File: src/rtl/ddr100_cmd_sched.sv
`default_nettype none
// ============================================================================
// Module   : ddr100_cmd_sched
// Brief    : Read/write burst scheduler feeding the DDR PHY strobe paths.
//            It spaces the strobes so that preambles, bursts and turnarounds
//            never overlap.
// Revision : 1.0 - initial release
// ============================================================================
module ddr100_cmd_sched #(
    parameter int WR_SPACING_B8 = 6,
    parameter int WR_SPACING_B4 = 4,
    parameter int RD_SPACING    = 4,
    parameter int WR2RD         = 12,
    parameter int RD2WR         = 4,
    parameter int DRAIN         = 11
) (
    input  logic clk100m,
    input  logic phy_rst,
    input  logic req_valid,
    input  logic req_write,
    input  logic req_burst8,
    output logic req_ready,
    output logic phy_write,
    output logic phy_read,
    output logic phy_burst8,
    output logic inflight
);

    // DRAIN bounds every spacing value, so only the turnarounds can exceed it.
    localparam int c_MAXV = (DRAIN > WR2RD) ? ((DRAIN > RD2WR) ? DRAIN : RD2WR)
                                            : ((WR2RD > RD2WR) ? WR2RD : RD2WR);
    localparam int c_CW   = $clog2(c_MAXV) + 1;

    // A counter loaded with V-1 reaches zero exactly V cycles after the accept.
    localparam logic [c_CW-1:0] c_GAP_WR8 = c_CW'(WR_SPACING_B8 - 1);
    localparam logic [c_CW-1:0] c_GAP_WR4 = c_CW'(WR_SPACING_B4 - 1);
    localparam logic [c_CW-1:0] c_GAP_RD  = c_CW'(RD_SPACING - 1);
    localparam logic [c_CW-1:0] c_WR2RD   = c_CW'(WR2RD - 1);
    localparam logic [c_CW-1:0] c_RD2WR   = c_CW'(RD2WR - 1);
    localparam logic [c_CW-1:0] c_DRAIN   = c_CW'(DRAIN - 1);

    typedef enum logic [1:0] {
        S_IDLE  = 2'd0,
        S_BUSY  = 2'd1,
        S_SPACE = 2'd2
    } state_t;

    state_t          r_state;
    logic [c_CW-1:0] r_gap_cnt;
    logic [c_CW-1:0] r_wr2rd_cnt;
    logic [c_CW-1:0] r_rd2wr_cnt;
    logic [c_CW-1:0] r_drain_cnt;
    logic            r_phy_write;
    logic            r_phy_read;
    logic            r_phy_burst8;

    logic            w_turn_ok;
    logic            w_len_ok;
    logic            w_accept;
    logic [c_CW-1:0] w_gap_load;
    logic [c_CW-1:0] w_wr2rd_dec;
    logic [c_CW-1:0] w_rd2wr_dec;
    logic [c_CW-1:0] w_gap_nxt;
    logic [c_CW-1:0] w_wr2rd_nxt;
    logic [c_CW-1:0] w_rd2wr_nxt;
    logic [c_CW-1:0] w_drain_nxt;

    function automatic logic [c_CW-1:0] sat_dec(input logic [c_CW-1:0] v);
        return (v == '0) ? '0 : v - 1'b1;
    endfunction

    // SPACE is exactly the set of cycles where the gap counter is nonzero.
    always_comb begin
        w_turn_ok = req_write ? (r_rd2wr_cnt == '0) : (r_wr2rd_cnt == '0);
        w_len_ok  = (req_burst8 == r_phy_burst8) || (r_drain_cnt == '0);
        req_ready = !phy_rst && (r_state != S_SPACE) && w_turn_ok && w_len_ok;
        w_accept  = req_valid && req_ready;
    end

    always_comb begin
        w_gap_load  = req_write ? (req_burst8 ? c_GAP_WR8 : c_GAP_WR4) : c_GAP_RD;
        w_wr2rd_dec = sat_dec(r_wr2rd_cnt);
        w_rd2wr_dec = sat_dec(r_rd2wr_cnt);
        w_gap_nxt   = w_accept ? w_gap_load : sat_dec(r_gap_cnt);
        w_drain_nxt = w_accept ? c_DRAIN : sat_dec(r_drain_cnt);
        w_wr2rd_nxt = (w_accept && req_write && (c_WR2RD > w_wr2rd_dec)) ? c_WR2RD : w_wr2rd_dec;
        w_rd2wr_nxt = (w_accept && !req_write && (c_RD2WR > w_rd2wr_dec)) ? c_RD2WR : w_rd2wr_dec;
    end

    always_ff @(posedge clk100m) begin
        if (phy_rst) begin
            r_state      <= S_IDLE;
            r_gap_cnt    <= '0;
            r_wr2rd_cnt  <= '0;
            r_rd2wr_cnt  <= '0;
            r_drain_cnt  <= '0;
            r_phy_write  <= 1'b0;
            r_phy_read   <= 1'b0;
            r_phy_burst8 <= 1'b0;
        end else begin
            r_gap_cnt   <= w_gap_nxt;
            r_wr2rd_cnt <= w_wr2rd_nxt;
            r_rd2wr_cnt <= w_rd2wr_nxt;
            r_drain_cnt <= w_drain_nxt;
            r_phy_write <= w_accept && req_write;
            r_phy_read  <= w_accept && !req_write;
            if (w_accept) begin
                r_phy_burst8 <= req_burst8;
            end
            if (w_gap_nxt != '0) begin
                r_state <= S_SPACE;
            end else if (w_drain_nxt != '0) begin
                r_state <= S_BUSY;
            end else begin
                r_state <= S_IDLE;
            end
        end
    end

    // A pulse already queued for the PHY is squashed by the reset that clears the PHY.
    assign phy_write  = r_phy_write && !phy_rst;
    assign phy_read   = r_phy_read && !phy_rst;
    assign phy_burst8 = r_phy_burst8;
    assign inflight   = (r_state != S_IDLE) && !phy_rst;

endmodule
`default_nettype wire

File: config.mk
export PLATFORM = sky130hd
export DESIGN_NAME = ddr100_cmd_sched
export DESIGN_NICKNAME = d
export VERILOG_FILES = /design/src/rtl/ddr100_cmd_sched.sv
export SDC_FILE = /design/constraint.sdc
export NUM_CORES = 1
export LEC_CHECK = 0
export CORE_MARGIN = 2
export CORE_UTILIZATION = 55
export DETAILED_ROUTE_END_ITERATION = 12
export DONT_BUFFER_PORTS = 1
export PLACE_DENSITY_LB_ADDON = 0.25
export RECOVER_POWER = 25
export SLEW_MARGIN = 20
export SYNTH_ARGS = -nofsm -noshare
export SYNTH_HDL_FRONTEND = slang
export SYNTH_SLANG_ARGS = --single-unit
File: constraint.sdc
create_clock -name clk100m -period 4.8 [get_ports clk100m]
set_input_delay 0.72 -clock clk100m [delete_from_list [all_inputs] [get_ports clk100m]]
set_output_delay 0.72 -clock clk100m [all_outputs]
set_load 0.005 [all_outputs]
==> results_dict.tcl, run 1 <==
set metrics [dict create \
    status "finished, final reports clean" \
    reg2regPathDepth 6 \
    drc_errors 0 \
    postRouteAntennaNets 0 \
    yosysWarnings 0 \
    slowest_delay_ns 0.91 \
    seq_area_frac_synth_pct 38.0 \
    drt_iter0_markers 25 \
    vias 1013 \
    dieArea_sq_um 2810 \
    regArea_sq_um 500 \
    finalSetupViolations 0 \
    final_nets 155 \
    gr-total-overflow 0 \
    syn_area_sq_um 1320 \
    async_reset_ff_share_pct 0 \
    crit_path_start_kind "flop" \
    globalplace.congestion 0.832 \
    postCtsSetupBuffers 0 \
    clk_latency_ns 0.32 \
    cp-end-kind "primary output" \
    synth_compound_area_share_pct 19.9 \
    hold_buffers 0 \
    dr.pass1.iters 4 \
    hold_path_class "primary input to flop" \
    clock_sinks 25 \
    ys.flop_type "dfxtp_1" \
    synth_mux_area_share_pct 2.66 \
    routed_wl_um 2370 \
    antenna_found_initial 0 \
    grt_pass1_wl_um 4120 \
    die-width_um 53.0 \
    timing.final.max_slew_violations 0 \
    wire_per_inst_um 13.8 \
    synthAdderAreaFrac_pct 4.74 \
    cp.required_ns 4.08 \
    ys_seq_elements 25 \
    cts_tree "built" \
    cts_buffer_depth 2 \
    diodes 0 \
    grt_usage_pct 19.8 \
    core_area_sq_um 2230 \
    dp_hpwl_um 1800 \
    drv_cap 0 \
    numPortBuffers 0 \
    finClkSkew_ns 0.00247 \
    fin_hold_ws_ns 0.449 \
    clk_pin_slew_worst_paths_ns 0.13 \
    rr_endpoint "r_gap_cnt[2]" \
    syn_inst 142 \
    synth_simple_gate_area_share_pct 26.9 \
    min_from "phy_rst" \
    syn_area_per_cell_sq_um 9.29 \
    yosys.area.top_type_share_pct 38.0 \
    fp-row-count 17 \
    multiInputGateArea_sq_um 736 \
    slowest_stage "nor4b_1" \
    hold_depth 1 \
    synth_xor_area_share_pct 2.66 \
    crit_fanout 7 \
    p_leak_nw 0.535 \
    worstPathCellList "inv_1, ha_1, nor4b_1, mux2i_2, nor2_1" \
    synth_cell_types 43 \
    syn2layout_area_growth_pct 2.47 \
    routed_via_density 5.89 \
    synth_area_leaders "dfxtp_1 (38%), nor4b_4 (5.4%), ha_1 (4.7%)" \
    slew_headroom_pct 25.5 \
    initial_core_util_pct 59.0 \
    path_class "flop to primary output" \
    ios 10 \
    grt_max_degree 25 \
    synth_edf_count 0 \
    grt_setup_unrepaired "false" \
    finalSetupTns_ns 0 \
    clockRootBuffer "clkbuf_4" \
    worstHoldEndpoint "phy_burst8" \
    tightest_slew_ns 1.10 \
    synth_fp_nets 152 \
    cts.htree.levels 1 \
    post-route-period-util_pct 66.0 \
    fill_cells 210 \
    synth_top_family_by_area "simple AND/OR/NAND/NOR gates" \
    grt_pass1_vias 980 \
    hold_viol 0 \
    cts_resized 0 \
    path_buf_inv 1 \
    netlist.top_cell.by_area "dfxtp_1" \
    power_per_cell_area_nw_per_um2 736 \
    peakVddDrop_mv 0.425 \
    r2r_slack_ns 2.40 \
    critPathTopFamily "simple AND/OR/NAND/NOR gates" \
    arrival_ns 2.45 \
    drive_above_1_share_pct 13.2 \
    layout_min_cycle_time_ns 3.17 \
    r2r_start "r_rd2wr_cnt[0]" \
    numCtsBuffers 3 \
    die_h_um 53.0 \
    clock.fmax_mhz 316 \
]
## per-stage QoR
stage	power, mW	setup slack (ns)	util, %	cells	area [sq um]
floorplan	0.827	2.79	-	142	1320
global placement	0.903	2.66	59.9	168	1340
detailed placement	0.922	2.59	59.9	168	1340
CTS	1.02	2.23	61.2	172	1370
global route	1.09	1.44	60.5	172	1350
finish	0.995	1.63	60.5	172	1350
## kinds of logic (layout without fill, tap and decap cells)
kind of cell,count (synthesis),in the layout
and+or+nand+nor,53,53
AOI/OAI and AO/OA,36,36
DFF,25,25
buffers and inverters,16,18
adders and majority gates,5,5
xor gates and xnor gates,4,4
muxes,3,3
## layout by cell type, fill, tap and decap left out, types with 2 or more instances in the layout
| cell | instances |
|---|---|
| nand3_1 | 3 |
| o22ai_1 | 2 |
| xnor2_1 | 3 |
| o21a_1 | 2 |
| inv_1 | 14 |
| dfxtp_1 | 25 |
| nand4_1 | 2 |
| o21ai_0 | 7 |
| nor4_1 | 2 |
| ha_1 | 5 |
| nor2_1 | 10 |
| nand2b_1 | 4 |
| o211ai_1 | 5 |
| clkbuf_4 | 3 |
| nand2_1 | 2 |
| or3_1 | 4 |
| a21oi_1 | 9 |
| nor4b_4 | 2 |
| nor3_1 | 11 |
| o221a_2 | 2 |
| nor2b_1 | 4 |
## routing by layer
| metal | vias to the layer above | track usage [%] | share of wire [%] |
|---|---|---|---|
| met2 | 12 | 32.5 | 47 |
| li1 | 524 | - | - |
| met3 | 5 | 2.54 | 3.7 |
| met5 | - | 0 | 0 |
| met4 | 0 | 7.69 | 1.6 |
| met1 | 472 | 26.4 | 47 |
## report_power, final
| group | leakage [nW] | internal (mW) | total, mW | switching [mW] |
|---|---|---|---|---|
| clock | 0.0177 | 0.0312 | 0.0929 | 0.0617 |
| combinational | 0.312 | 0.263 | 0.555 | 0.293 |
| sequential | 0.205 | 0.278 | 0.347 | 0.0683 |
## worst max path at each step
stage	startpoint	to	slack (ns)	cells after the start
final	r_rd2wr_cnt[0]	req_ready	1.63	5
after global routing	r_rd2wr_cnt[0]	req_ready	1.44	5
after CTS	r_rd2wr_cnt[0]	req_ready	2.23	5
after detailed placement	r_rd2wr_cnt[0]	req_ready	2.59	5
after global placement	r_wr2rd_cnt[0]	req_ready	2.66	5
after floorplan	r_wr2rd_cnt[0]	req_ready	2.79	5
## cell type report
cell class | count | share of cell area [%]
multi-input cells | 101 | 54.4
clock buffers | 3 | 1.67
inverters | 14 | 3.89
clock inverters | 1 | 0.370
flip-flops and latches | 25 | 37.0
well taps | 28 | 2.59
## Yosys cell counts, types with 2 or more instances
master     n
o22ai_1    2
o21a_1     2
o221a_2    2
inv_1     14
or3_1      4
nand4_1    2
nand2_1    2
nor2b_1    4
nand3_1    3
nor3_1    11
nor4b_4    3
o21ai_0    7
nor2_1    10
dfxtp_1   25
nor4_1     2
ha_1       5
o211ai_1   5
a21oi_1    9
nand2b_1   4
xnor2_1    3
## worst register-to-register path: cells and delay by family, from the launching register on
| family | cells | cell delay [ns] |
|---|---|---|
| simple gates | 2 | 1.02 |
| fa+ha+maj | 1 | 0.26 |
| flops | 1 | 0.37 |
| mux | 1 | 0.37 |
| buf+inv | 1 | 0.07 |
| compound gates | 1 | 0.24 |
## state kept, by name, indices dropped and copies added, names as in the netlist
register / cells
r_gap_cnt: 5
r_phy_read: 1
r_wr2rd_cnt: 5
phy_burst8: 1
r_state: 2
r_rd2wr_cnt: 5
r_phy_write: 1
r_drain_cnt: 5
Power figures use the tool's default switching activity.
==> run 2: changes to the inputs <==
Clock period 4.8 ns to 2.7 ns, I/O delays scaled along.
==> results_dict.tcl, run 2 (synthesis gave the netlist of run 1 again) <==
set metrics [dict create \
    path_class "flop to primary output" \
    numCtsBuffers 3 \
    post-route-period-util_pct 83.3 \
    grt_max_degree 25 \
    wire_per_inst_um 14.8 \
    cp.required_ns 2.30 \
    final_nets 155 \
    grt_setup_unrepaired "false" \
    status "finished, final reports clean" \
    layout_commonest_cell "dfxtp_1" \
    crit_fanout 7 \
    drive_above_1_share_pct 13.9 \
    drt_iter0_markers 12 \
    antenna_found_initial 0 \
    fin_area_sq_um 1370 \
    peakVddDrop_mv 0.936 \
    fin_hold_ws_ns 0.129 \
    die-width_um 53.0 \
    p_leak_nw 0.542 \
    ios 10 \
    finalSetupTns_ns 0 \
    fin_util_pct 61.3 \
    final_cell_mix "dfxtp_1 (25), inv_1 (14), nor3_1 (11)" \
    routed_via_density 5.96 \
    drc_errors 0 \
    globalplace.congestion 0.842 \
    grt_usage_pct 20.6 \
    postCtsSetupBuffers 0 \
    hold_buffers 0 \
    cts_tree "built" \
    dr.pass1.iters 4 \
    power_per_cell_area_nw_per_um2 1330 \
    finClkSkew_ns 0.00601 \
    clk_latency_ns 0.32 \
    core_area_sq_um 2230 \
    cts_resized 0 \
    vias 1025 \
    crit_path_start_kind "flop" \
    arrival_ns 1.84 \
    cts_buffer_depth 2 \
    numPortBuffers 0 \
    tightest_slew_ns 0.478 \
    dieArea_sq_um 2810 \
    cts.htree.levels 1 \
    syn2layout_area_growth_pct 3.79 \
    dp_hpwl_um 1900 \
    cp-end-kind "primary output" \
    grt_pass1_wl_um 4270 \
    hold_viol 0 \
    clock_sinks 25 \
    die_h_um 53.0 \
    initial_core_util_pct 59.0 \
    drv_cap 0 \
    finalSetupViolations 0 \
    place_area_sq_um 1340 \
    slew_headroom_pct 68.0 \
    clk_pin_slew_worst_paths_ns 0.14 \
    clockRootBuffer "clkbuf_4" \
    finalPower_mw 1.82 \
    hold_path_class "primary input to flop" \
    postRouteAntennaNets 0 \
    diodes 0 \
    clock.fmax_mhz 445 \
    routed_wl_um 2550 \
    fp-row-count 17 \
    layout_min_cycle_time_ns 2.25 \
    gr-total-overflow 0 \
    timing.final.max_slew_violations 0 \
    grt_pass1_vias 999 \
]
run 2: area by class of cell:
cell class | count | area, sq um
inverter | 14 | 52.6
fill | 205 | 865
sequential | 25 | 500
clock inverter | 1 | 7.51
clock buffer | 3 | 22.5
multi-input combinational | 101 | 751
tap | 28 | 35.0
run 2: final timing paths:
check                                     from             end  slack [ns]  cells past startpoint
worst max-delay path            r_rd2wr_cnt[0]       req_ready        0.45                      5
worst max register to register  r_drain_cnt[0]  r_wr2rd_cnt[1]        0.86                      6
worst min register to register  r_drain_cnt[0]  r_drain_cnt[0]        0.49                      1
worst min-delay path                   phy_rst      phy_burst8        0.13                      1
run 2: critical path, cell delays in order (launching register included):
cell,delay (ns)
dfxtp_1,0.37
inv_1,0.07
ha_1,0.26
nor4b_4,0.42
mux2i_2,0.21
nor2_1,0.19
run 2: power breakdown:
part           internal [mW]  total, mW  leakage, nW  switching [mW]
clock network         0.0567      0.172       0.0139           0.115
registers              0.495      0.631        0.205           0.136
logic                  0.489       1.02        0.322           0.534
run 2: layer usage:
layer | part of all wire (%) | global-route usage (%) | vias to the layer above
met2 | 48 | 35.4 | 13
met1 | 48 | 25.6 | 483
met3 | 3.4 | 4.52 | 2
li1 | - | - | 527
met5 | 0 | 0 | -
met4 | 1.1 | 6.41 | 0
run 2: per-stage QoR:
| step | cells | setup WS [ns] |
|---|---|---|
| after CTS | 172 | 0.431 |
| after floorplan | 142 | 1.01 |
| after detailed placement | 168 | 0.805 |
| after global routing | 172 | 0.267 |
| after global placement | 168 | 0.882 |
| final | 172 | 0.450 |
==> RTL edit 1 (flow settings as in run 2) <==
The parameter `RD2WR` goes from 4 to 8.
--- a/src/rtl/ddr100_cmd_sched.sv
+++ b/src/rtl/ddr100_cmd_sched.sv
@@ -11,7 +11,7 @@
     parameter int WR_SPACING_B4 = 4,
     parameter int RD_SPACING    = 4,
     parameter int WR2RD         = 12,
-    parameter int RD2WR         = 4,
+    parameter int RD2WR         = 8,
     parameter int DRAIN         = 11
 ) (
     input  logic clk100m,
Behaviour: not the same (a bounded check fails within 10 cycles, from zero or initial values and one cycle with phy_rst high).
==> RTL edit 1 against run 2 <==
Final area is 2.9% lower; sequential cell count did not move; wire length decreased by 6.0%; cell count rose by 2.3%; area after synthesis fell by 4.2%; worst setup slack gained 0.023 ns; total power down 4.2%; count of clock-buffer cells in the layout unchanged; first-iteration DRC count is 58% higher; sequential power is 4.6% lower.
==> RTL edit 1: results (changes against run 2) <==
| Metric | Value |
|---|---|
| Number of global-route vias before repair | `1017 (was 999)` |
| HP Class | `in2reg (unchanged)` |
| R2R setup slack | `0.50 ns (was 0.86 ns)` |
| Post-CTS Resized | `0 (unchanged)` |
| CTS Buf Count | `3 (unchanged)` |
| M3 GR Usage | `4.885% (was 4.520%)` |
| Post-Route WL | `2393 um (was 2547 um)` |
| Layout fillers | `198 (was 205)` |
| ANT cells | `0 (unchanged)` |
| CTS root buf | `clkbuf_4 (unchanged)` |
| Mapped Nets | `155 (was 152)` |
| First-pass GRT wire length | `4015 um (was 4271 um)` |
| Peak VDD IR | `0.6565 mV (was 0.9357 mV)` |
| Worst Hold Path EP | `r_gap_cnt[0] (was phy_burst8)` |
| Clock tree buffer depth | `2 (unchanged)` |
| Asr flop ratio synth | `0% (unchanged)` |
| Post-CTS setup repair buffer count | `0 (unchanged)` |
| CP max FO | `7 (unchanged)` |
| Initial antenna violation count | `0 (unchanged)` |
| Met2 GRT Util | `32.91% (was 35.42%)` |
| Critical path arrival | `1.82 ns (was 1.84 ns)` |
| Max_slew headroom | `64.63% (was 68.01%)` |
| Vias/cell | `5.739 (was 5.959)` |
| Share of cells above drive strength 1 | `10.81% (was 13.89%)` |
| Hold Path Origin | `phy_rst (unchanged)` |
| Status | `finished, final reports clean (unchanged)` |
| Leakage | `0.5485 nW (was 0.5416 nW)` |
| Synth warn | `0 (unchanged)` |
| Worst r2r src | `r_drain_cnt[0] (unchanged)` |
| DRT iter0 DRCs | `19 (was 12)` |
| Final setup skew | `0.009291 ns (was 0.006014 ns)` |
| Gpl congestion | `0.8071 (was 0.8420)` |
| Yosys cell types | `42 (was 43)` |
| Synth cell count leaders | `dfxtp_1, inv_1, a21oi_1, nor2_1, nor3_1 (was dfxtp_1, inv_1, nor3_1)` |
| R2R cell count | `6 (unchanged)` |
| Post-DP HPWL | `1784 um (was 1898 um)` |
| Clock-pin slew of the registers on the worst-case setup and hold paths | `0.14 ns (about the same)` |
| Ys flop type | `dfxtp_1 (unchanged)` |
| Register area share after synthesis | `39.60% (was 37.95%)` |
| Htree depth | `1 (unchanged)` |
| Met1 usage | `24.23% (was 25.62%)` |
| DRT Pass-1 Iters | `4 (unchanged)` |
| Fin Hold WS | `0.1371 ns (was 0.1288 ns)` |
| Hold Path Stages | `1 (unchanged)` |
| Clock latency on the worst-skew pair | `0.32 ns (about the same)` |
| Core area | `2191 um^2 (was 2233 um^2)` |
| Worst r2r dst | `phy_burst8 (was r_wr2rd_cnt[1])` |
| Synth top area cells | `dfxtp_1, ha_1, inv_1, a21oi_1, nor3_1 (was dfxtp_1, nor4b_4, ha_1, nor3_1, inv_1)` |
| Largest net degree at the start of global routing | `23 (was 25)` |
| Gr usage total | `20.00% (was 20.64%)` |
| PortBufs | `0 (unchanged)` |
## RTL edit 1: changes by cell type in the layout (fill, tap and decap cells not counted), moves of 3 or more
cell / change
nor4b_4: -3
o211ai_1: -5
nor4b_1: +3
nand2_1: +4
nor2b_1: +3
## RTL edit 1: stage by stage
| stage | util, % | power, mW | setup WS (ns) | area (um^2) | std cells |
|---|---|---|---|---|---|
| 5_1_grt | 60.65 | 1.915 | 0.3015 | 1329 | 176 |
| 3_5_place_dp | 59.39 | 1.579 | 0.5539 | 1301 | 172 |
| 3_3_place_gp | 59.39 | 1.533 | 0.6052 | 1301 | 172 |
| 4_1_cts | 60.65 | 1.747 | 0.4565 | 1329 | 176 |
| 2_1_floorplan | - | 1.364 | 0.6098 | 1264 | 145 |
| 6_report | 60.65 | 1.748 | 0.4731 | 1329 | 176 |
## RTL edit 1: worst max-delay path by stage
stage | start | endpoint | slack (ns) | depth (start not counted)
2_1_floorplan | r_wr2rd_cnt[0] | req_ready | 0.61 | 5
3_3_place_gp | r_drain_cnt[0] | phy_burst8 | 0.61 | 6
3_5_place_dp | r_drain_cnt[0] | phy_burst8 | 0.55 | 6
4_1_cts | r_wr2rd_cnt[0] | req_ready | 0.46 | 6
5_1_grt | r_wr2rd_cnt[0] | req_ready | 0.30 | 6
6_report | r_wr2rd_cnt[0] | req_ready | 0.47 | 6
## RTL edit 1: power by group
group | total (mW) | switching [mW] | internal, mW
clock | 0.166 | 0.110 | 0.0554
sequential | 0.602 | 0.106 | 0.496
combinational | 0.980 | 0.510 | 0.470
total | 1.75 | 0.726 | 1.02
## RTL edit 1: cell families (layout without fill, tap and decap cells)
family / Yosys count / after routing / synth area share, %
xor+xnor: 3 / 3 / 2.080
flops: 25 / 25 / 39.60
fa+ha+maj: 6 / 6 / 5.743
mux: 3 / 3 / 2.475
buf+inv: 19 / 22 / 5.743
simple gates: 59 / 59 / 27.23
compound gates: 30 / 30 / 17.13
## RTL edit 1: final cells by class
type	count	area share [%]
clock inverter	1	0.3766
timing repair buffer	2	1.130
multi-input combinational	101	51.98
tap	28	2.637
clock buffer	3	1.695
inverter	16	4.520
sequential	25	37.66
## RTL edit 1: layer usage
metal,part of all wire (%),wire length (um)
met4,0.67,16
met5,0,0
met3,5.0,119
met2,46,1109
met1,48,1148
## RTL edit 1: worst max-delay path, stage by stage, from the launching register on
cell and delay (ns):
dfxtp_1 0.42, inv_1 0.06, ha_1 0.24, nor4b_1 0.15
buf_4 0.16, mux2_2 0.30, and3_1 0.18
==> RTL edit 2 (flow settings as in run 2) <==
Without the edit above. Encoding of `state_t`: now one-hot (3 bits for 3 states).
--- a/src/rtl/ddr100_cmd_sched.sv
+++ b/src/rtl/ddr100_cmd_sched.sv
@@ -39,10 +39,10 @@
     localparam logic [c_CW-1:0] c_RD2WR   = c_CW'(RD2WR - 1);
     localparam logic [c_CW-1:0] c_DRAIN   = c_CW'(DRAIN - 1);
 
-    typedef enum logic [1:0] {
-        S_IDLE  = 2'd0,
-        S_BUSY  = 2'd1,
-        S_SPACE = 2'd2
+    typedef enum logic [2:0] {
+        S_IDLE  = 3'b001,
+        S_BUSY  = 3'b010,
+        S_SPACE = 3'b100
     } state_t;
 
     state_t          r_state;
Function: same outputs for any inputs over 10 cycles, from zero or initial values and one cycle with phy_rst high; not proved beyond that.
==> RTL edit 2 against run 2 <==
Worst setup slack better by 0.076 ns; final area is 3.1% lower; sequential cell count grew 1; total power decreased by 8.0%; wire length down 13%; worst hold slack gained 0.0037 ns; utilization fell by 1.3 points; clock power shrank 6%; first-iteration DRC count grew 17%; sequential power shrank 1%; area after synthesis down 2.6%.
==> RTL edit 2: results (changes against run 2) <==
| Metric | Value |
|---|---|
| Status | `finished, final reports clean (unchanged)` |
| DP Cell Count | `171 (was 168)` |
| DR WL met2 | `985 um (was 1211 um)` |
| Met1 usage | `26.04% (was 25.62%)` |
| R2R setup slack | `0.64 ns (was 0.86 ns)` |
| R2R cell count | `8 (was 6)` |
| Mux cell area share after synthesis | `1.558% (was 2.657%)` |
| M3 GR Usage | `3.143% (was 4.520%)` |
| Clock group | `161 uW (was 172 uW)` |
| Adder-cell share of the synthesized area | `3.895% (was 4.744%)` |
| Max Fclk | `0.4601 GHz (was 0.4445 GHz)` |
| Share of cells above drive strength 1 | `10.96% (was 13.89%)` |
| Met1 WL | `1086 um (was 1221 um)` |
| Synth cell count leaders | `dfxtp_1, nor2_1, inv_1 (was dfxtp_1, inv_1, nor3_1)` |
| Layout fillers | `209 (was 205)` |
| Post-DP HPWL | `1663 um (was 1898 um)` |
| Gr usage total | `19.41% (was 20.64%)` |
| Met2 GRT Util | `29.17% (was 35.42%)` |
| Post-Route WL | `2217 um (was 2547 um)` |
| Number of global-route vias before repair | `901 (was 999)` |
| Compound-cell area share of the yosys netlist | `12.17% (was 19.92%)` |
| Fin Hold WS | `0.1325 ns (was 0.1288 ns)` |
| Worst r2r dst | `r_gap_cnt[3] (was r_wr2rd_cnt[1])` |
| Peak VDD IR | `0.7536 mV (was 0.9357 mV)` |
| Final setup skew | `0.004050 ns (was 0.006014 ns)` |
| Largest net degree at the start of global routing | `23 (was 25)` |
| Slowest cell on the critical path | `nor4b_1 (was nor4b_4)` |
| Gpl congestion | `0.7827 (was 0.8420)` |
| Logic gate share of total power | `53.2% (was 56.0%)` |
| Post-placement cell area | `1304 um^2 (was 1339 um^2)` |
| Routed length per instance | `12.74 um (was 14.81 um)` |
| Synth Area in XOR/XNOR | `4.090% (was 2.657%)` |
| CP max FO | `6 (was 7)` |
| Critical path arrival | `1.77 ns (was 1.84 ns)` |
| DP Worst Slack | `0.6595 ns (was 0.8051 ns)` |
| Leakage | `0.5087 nW (was 0.5416 nW)` |
RTL edit 2: cell types whose count changed after synthesis, sizes merged, moves of 2 or more:
cell / before / now
inv: 14 / 11
or2: 1 / 4
a211oi: 0 / 2
xnor2: 3 / 5
a2111oi: 2 / 0
nand2: 2 / 5
o211ai: 5 / 1
o21ai: 7 / 5
nand4: 2 / 0
nor3b: 0 / 2
nor2: 11 / 24
nand2b: 4 / 6
o221a: 2 / 0
RTL edit 2: logic make-up after synthesis:
kind of cell    Yosys count
simple gates             70
flops                    26
compound gates           23
buf+inv                  15
xor+xnor                  6
fa+ha+maj                 4
mux                       2
RTL edit 2: layout make-up:
cell class	instances	area [um^2]	area share (%)
clock buffers	3	22.52	1.698
inverters	11	41.29	3.113
well taps	28	35.03	2.642
multi-input cells	105	699.4	52.74
repair buffers	1	7.507	0.5660
flip-flops and latches	26	520.5	39.25
